## config.mk

```make
export PLATFORM = sky130hd
export DESIGN_NAME = alu
export DESIGN_NICKNAME = d
export VERILOG_FILES = /design/src/rtl/alu.sv
export SDC_FILE = /design/constraint.sdc
export NUM_CORES = 1
export LEC_CHECK = 0
export ABC_AREA = 1
export CORE_MARGIN = 2
export CORE_UTILIZATION = 50
export CTS_BUF_LIST = sky130_fd_sc_hd__clkbuf_4 sky130_fd_sc_hd__clkbuf_8
export DETAILED_ROUTE_END_ITERATION = 8
export PLACE_DENSITY = 0.82
export SLEW_MARGIN = 5
export SYNTH_ARGS = -nofsm -noshare
export SYNTH_HDL_FRONTEND = slang
export SYNTH_SLANG_ARGS = --single-unit
export TNS_END_PERCENT = 1
```

## constraint.sdc

```tcl
create_clock -name clk -period 5.7 [get_ports clk]
set_input_delay 1.14 -clock clk [delete_from_list [all_inputs] [get_ports clk]]
set_output_delay 1.14 -clock clk [all_outputs]
set_load 0.1 [all_outputs]
```

## src/rtl/alu.sv

```systemverilog
// Single-cycle 32-bit RV32I integer ALU.
//
// Computes one of 16 operations on a and b, selected by ctrl, and drives the
// result combinationally. A registered copy of the result and zero flag is
// kept for pipelined consumers.
//
// Ports:
//   clk    - clock; o_q/zero_q update on its rising edge
//   rst    - synchronous active-high reset of o_q/zero_q only
//   a      - operand A, also the shift source
//   b      - operand B; b[4:0] is the shift amount
//   ctrl   - operation select
//   o      - combinational result
//   zero   - combinational, high when o == 0
//   o_q    - o registered on clk
//   zero_q - zero registered on clk
module alu (
    input  logic        clk,
    input  logic        rst,
    input  logic [31:0] a,
    input  logic [31:0] b,
    input  logic [3:0]  ctrl,
    output logic [31:0] o,
    output logic        zero,
    output logic [31:0] o_q,
    output logic        zero_q
);

    typedef enum logic [3:0] {
        OpAdd   = 4'd0,
        OpSub   = 4'd1,
        OpSll   = 4'd2,
        OpSlt   = 4'd3,
        OpSltu  = 4'd4,
        OpXor   = 4'd5,
        OpSrl   = 4'd6,
        OpSra   = 4'd7,
        OpOr    = 4'd8,
        OpAnd   = 4'd9,
        OpPassB = 4'd10,
        OpSge   = 4'd11,
        OpSgeu  = 4'd12,
        OpSeq   = 4'd13,
        OpSne   = 4'd14,
        OpPassA = 4'd15
    } alu_op_e;

    alu_op_e     op;
    logic [4:0]  shamt;
    logic        lt_s;
    logic        lt_u;
    logic        eq;
    logic [31:0] o_d;
    logic        zero_d;

    assign op    = alu_op_e'(ctrl);
    assign shamt = b[4:0];
    assign lt_s  = $signed(a) < $signed(b);
    assign lt_u  = a < b;
    assign eq    = a == b;

    always_comb begin
        o = 32'h0;
        unique case (op)
            OpAdd:   o = a + b;
            OpSub:   o = a - b;
            OpSll:   o = a << shamt;
            OpSlt:   o = {31'b0, lt_s};
            OpSltu:  o = {31'b0, lt_u};
            OpXor:   o = a ^ b;
            OpSrl:   o = a >> shamt;
            OpSra:   o = $unsigned($signed(a) >>> shamt);
            OpOr:    o = a | b;
            OpAnd:   o = a & b;
            OpPassB: o = b;
            OpSge:   o = {31'b0, ~lt_s};
            OpSgeu:  o = {31'b0, ~lt_u};
            OpSeq:   o = {31'b0, eq};
            OpSne:   o = {31'b0, ~eq};
            OpPassA: o = a;
            default: o = 32'h0;
        endcase
    end

    assign zero = (o == 32'h0);

    // Reset takes priority over capture; o/zero themselves are untouched.
    always_comb begin
        o_d    = o;
        zero_d = zero;
        if (rst) begin
            o_d    = 32'h0;
            zero_d = 1'b0;
        end
    end

    always_ff @(posedge clk) begin
        o_q    <= o_d;
        zero_q <= zero_d;
    end

endmodule

```

==> results.sh <==
export IMPL_min_delay_path_class="input port to flip-flop"
export IMPL_initialDrtViolationCount=2681
export IMPL_fin_crit_ns=5.641
export IMPL_antenna_found_initial=0
export IMPL_final_antenna_net_count=0
export IMPL_vdd_drop_max_v=0.0001154
export IMPL_remaining_drc_errors=0
export IMPL_fp_dieW_um=154.7
export IMPL_timing_critical_path_arrival_ns=4.50
export IMPL_final_cell_count_no_fill=2832
export IMPL_whs_path_depth=9
export IMPL_area_growth_synth_to_finish_pct=31.77
export IMPL_layout_commonest_cell="sky130_fd_sc_hd__nand2_1"
export IMPL_ys_seq_elements=33
export IMPL_max_slew_margin_rel=0.3311
export IMPL_io_buffers=135
export IMPL_synthesis_nets=2467
export IMPL_viasPerCell=6.078
export IMPL_result_of_the_run="complete, no violations"
export IMPL_min_period_over_period=0.9897
export IMPL_dr_pass1_iters=8
export IMPL_cts_root_buf="sky130_fd_sc_hd__clkbuf_8"
export IMPL_setup_worst_path_end_class="output pin"
export IMPL_postSynth_asyncResetShare=0
export IMPL_power_per_standard_cell_area_nw_per_um2=157.1
export IMPL_whs_ns=1.802
export IMPL_classification_of_the_worst_setup_path="input port to output pin"
export IMPL_overflow=0
export IMPL_vias=17214
export IMPL_cts_buffers=5
export IMPL_wl_per_cell_um=21.14
export IMPL_timing_final_ws_setup_ns=0.05867
export IMPL_die_area_um2=23920
export IMPL_report_final_setup_viol=0
export IMPL_startpoint_type="input port"
export IMPL_yosysWarningCount=0
export IMPL_core_area_um2=22430
export IMPL_final_hold_viol_count=0
export IMPL_tritoncts="built"
export IMPL_syn_std_cell_area_um2=11350
export IMPL_final_cell_mix="756 x sky130_fd_sc_hd__nand2_1, 389 x sky130_fd_sc_hd__nand3_1, 309 x sky130_fd_sc_hd__inv_1, 215 x sky130_fd_sc_hd__nor2_1, 198 x sky130_fd_sc_hd__buf_4"
export IMPL_initial_utilization=0.5060
export IMPL_die_height_um=154.7
export IMPL_fin_setup_tns_ns=0
export IMPL_maxClockFrequency_mhz=177.3
export IMPL_max_clock_path_buffers=2
export IMPL_slew_violations=0
export IMPL_floorplan_rows=55
export IMPL_route_final_wire_length_um=59880
export IMPL_nNetsFinal=2715
export IMPL_synth_edff_count=0
export IMPL_post_synth_num_cell_types=41
export IMPL_seq_area_frac_synth=0.05820
export IMPL_slew_at_the_pin_closest_to_its_max_slew_limit_ns=1.000
export IMPL_dp_hpwl_um=49510
export IMPL_maximum_number_of_pins_on_one_net_before_global_route_repair=63
export IMPL_synthCells=2298
export IMPL_post_place_cells=2820
export IMPL_grt_util_all_layers=0.4805
export IMPL_rd_place_congestion=1.202
export IMPL_design_power_total_mw=2.349
export IMPL_layout_cell_share_with_drive_strength_beyond_1=0.1374
export IMPL_path_max_fanout=6
export IMPL_clock_sink_count=33
export IMPL_total_leakage_power_nw=8.341
export IMPL_dp_slack_ns=-0.1639
export IMPL_number_of_i_o_pins=136
export IMPL_grt_pass1_vias=15293
export IMPL_antenna_cells=0
export IMPL_synth_top_flop_cell="sky130_fd_sc_hd__dfxtp_1"
export IMPL_syn_area_per_cell_um2=4.939
export IMPL_drv_max_cap_violation_count=0
export IMPL_grt_first_pass_wirelength_um=88260
export IMPL_cts_htree_levels=2
export IMPL_worst_ep_required_time_ns=4.56
export IMPL_cts_reportedPaths_clkPinSlew_ns=0.07
==> critical path, cell delays in order <==
cell and delay (ns):
sky130_fd_sc_hd__clkdlybuf4s50_1 0.54, sky130_fd_sc_hd__inv_1 0.10, sky130_fd_sc_hd__ha_1 0.42, sky130_fd_sc_hd__buf_4 0.16, sky130_fd_sc_hd__nand2_1 0.08, sky130_fd_sc_hd__inv_1 0.08
sky130_fd_sc_hd__nand3_2 0.15, sky130_fd_sc_hd__nor2_4 0.22, sky130_fd_sc_hd__nand4_1 0.25, sky130_fd_sc_hd__nand3b_1 0.21, sky130_fd_sc_hd__nand2_1 0.06, sky130_fd_sc_hd__nand2_1 0.05
sky130_fd_sc_hd__nor2_1 0.04, sky130_fd_sc_hd__nor2_2 0.13, sky130_fd_sc_hd__nand2_1 0.07, sky130_fd_sc_hd__nor2_1 0.11, sky130_fd_sc_hd__nand2_1 0.09, sky130_fd_sc_hd__nor2_4 0.17
sky130_fd_sc_hd__nand2_1 0.12, sky130_fd_sc_hd__clkinvlp_4 0.11, sky130_fd_sc_hd__buf_12 0.17
==> cell type report <==
type                    instances  area, µm²
clock buffers                   5      68.82
clock inverters                 3      17.52
fillers                      2181       7477
inverters                     322       1212
multi-input cells            1844       9346
flip-flops and latches         33      660.6
well taps                     285      356.6
repair buffers                340       3294
==> metal layers <==
metal,GRT usage,part of all wire,up-vias
met2,0.7270,0.40,1500
met1,0.5993,0.36,7477
met5,0,0,-
met4,0.3016,0.092,0
li1,-,-,7874
met3,0.1384,0.15,363
==> synthesized netlist by cell type, types with 3 or more instances <==
cell	number	area, µm²
sky130_fd_sc_hd__nand2_1	766	2875
sky130_fd_sc_hd__nand3_1	405	2027
sky130_fd_sc_hd__inv_1	312	1171
sky130_fd_sc_hd__nor2_1	241	904.6
sky130_fd_sc_hd__a21oi_1	100	500.5
sky130_fd_sc_hd__ha_1	97	1214
sky130_fd_sc_hd__o21ai_0	76	380.4
sky130_fd_sc_hd__buf_2	49	245.2
sky130_fd_sc_hd__clkbuf_1	33	123.9
sky130_fd_sc_hd__dfxtp_1	33	660.6
sky130_fd_sc_hd__o22ai_1	21	131.4
sky130_fd_sc_hd__nor3_1	20	100.1
sky130_fd_sc_hd__nand4_1	19	118.9
sky130_fd_sc_hd__o211ai_1	17	127.6
sky130_fd_sc_hd__o21bai_1	14	105.1
sky130_fd_sc_hd__nand3b_1	9	67.56
sky130_fd_sc_hd__buf_4	8	60.06
sky130_fd_sc_hd__inv_2	8	30.03
sky130_fd_sc_hd__nor2_2	6	37.54
sky130_fd_sc_hd__nor4_1	6	37.54
sky130_fd_sc_hd__o221ai_1	6	52.55
sky130_fd_sc_hd__and2_1	5	31.28
sky130_fd_sc_hd__buf_1	5	18.77
sky130_fd_sc_hd__o21ai_1	5	25.02
sky130_fd_sc_hd__nand2_2	4	25.02
sky130_fd_sc_hd__a221oi_1	3	26.28
sky130_fd_sc_hd__o2111ai_1	3	26.28
sky130_fd_sc_hd__o21a_1	3	22.52
sky130_fd_sc_hd__or2_2	3	18.77
sky130_fd_sc_hd__xor2_1	3	26.28
==> flip-flops by register name, summed over array words and instances, names as in the netlist <==
name,flops
zero_q,1
o_q,32
==> power breakdown <==
group          switching [mW]  total, mW  leakage [nW]  internal, mW
clock network          0.0937      0.178        0.0439        0.0843
logic                    1.30       1.92          8.03         0.621
registers             0.00510      0.255         0.271         0.250
==> kinds of logic (layout without fill, tap and decap cells) <==
| group | count (synthesis) | after routing | share of synthesized area |
|---|---|---|---|
| AOI/OAI and AO/OA | 254 | 254 | 0.1272 |
| xor gates and xnor gates | 3 | 3 | 0.002315 |
| adders and majority gates | 99 | 99 | 0.1104 |
| buffers and inverters | 421 | 670 | 0.1488 |
| DFF | 33 | 33 | 0.05820 |
| and+or+nand+nor | 1488 | 1488 | 0.5530 |
==> what timing repair did <==
action	in CTS	in global routing
gates cloned	0	0
pin swaps	0	7
gates resized for setup	10	79
hold buffers	0	0
endpoints found under the setup margin	1	1
buffers inserted	0	4
==> per-stage QoR <==
step,utilization,instance area (µm²)
after floorplan,-,11400
after global placement,0.6477,14530
after detailed placement,0.6477,14530
after CTS,0.6529,14650
after global routing,0.6667,14960
final,0.6667,14960
==> path summary, 6_finish.rpt <==
path | endpoint | startpoint | slack [ns]
max | zero | a[11] | 0.06
min | o_q[2] | b[2] | 1.80
Power figures use the tool's default switching activity.
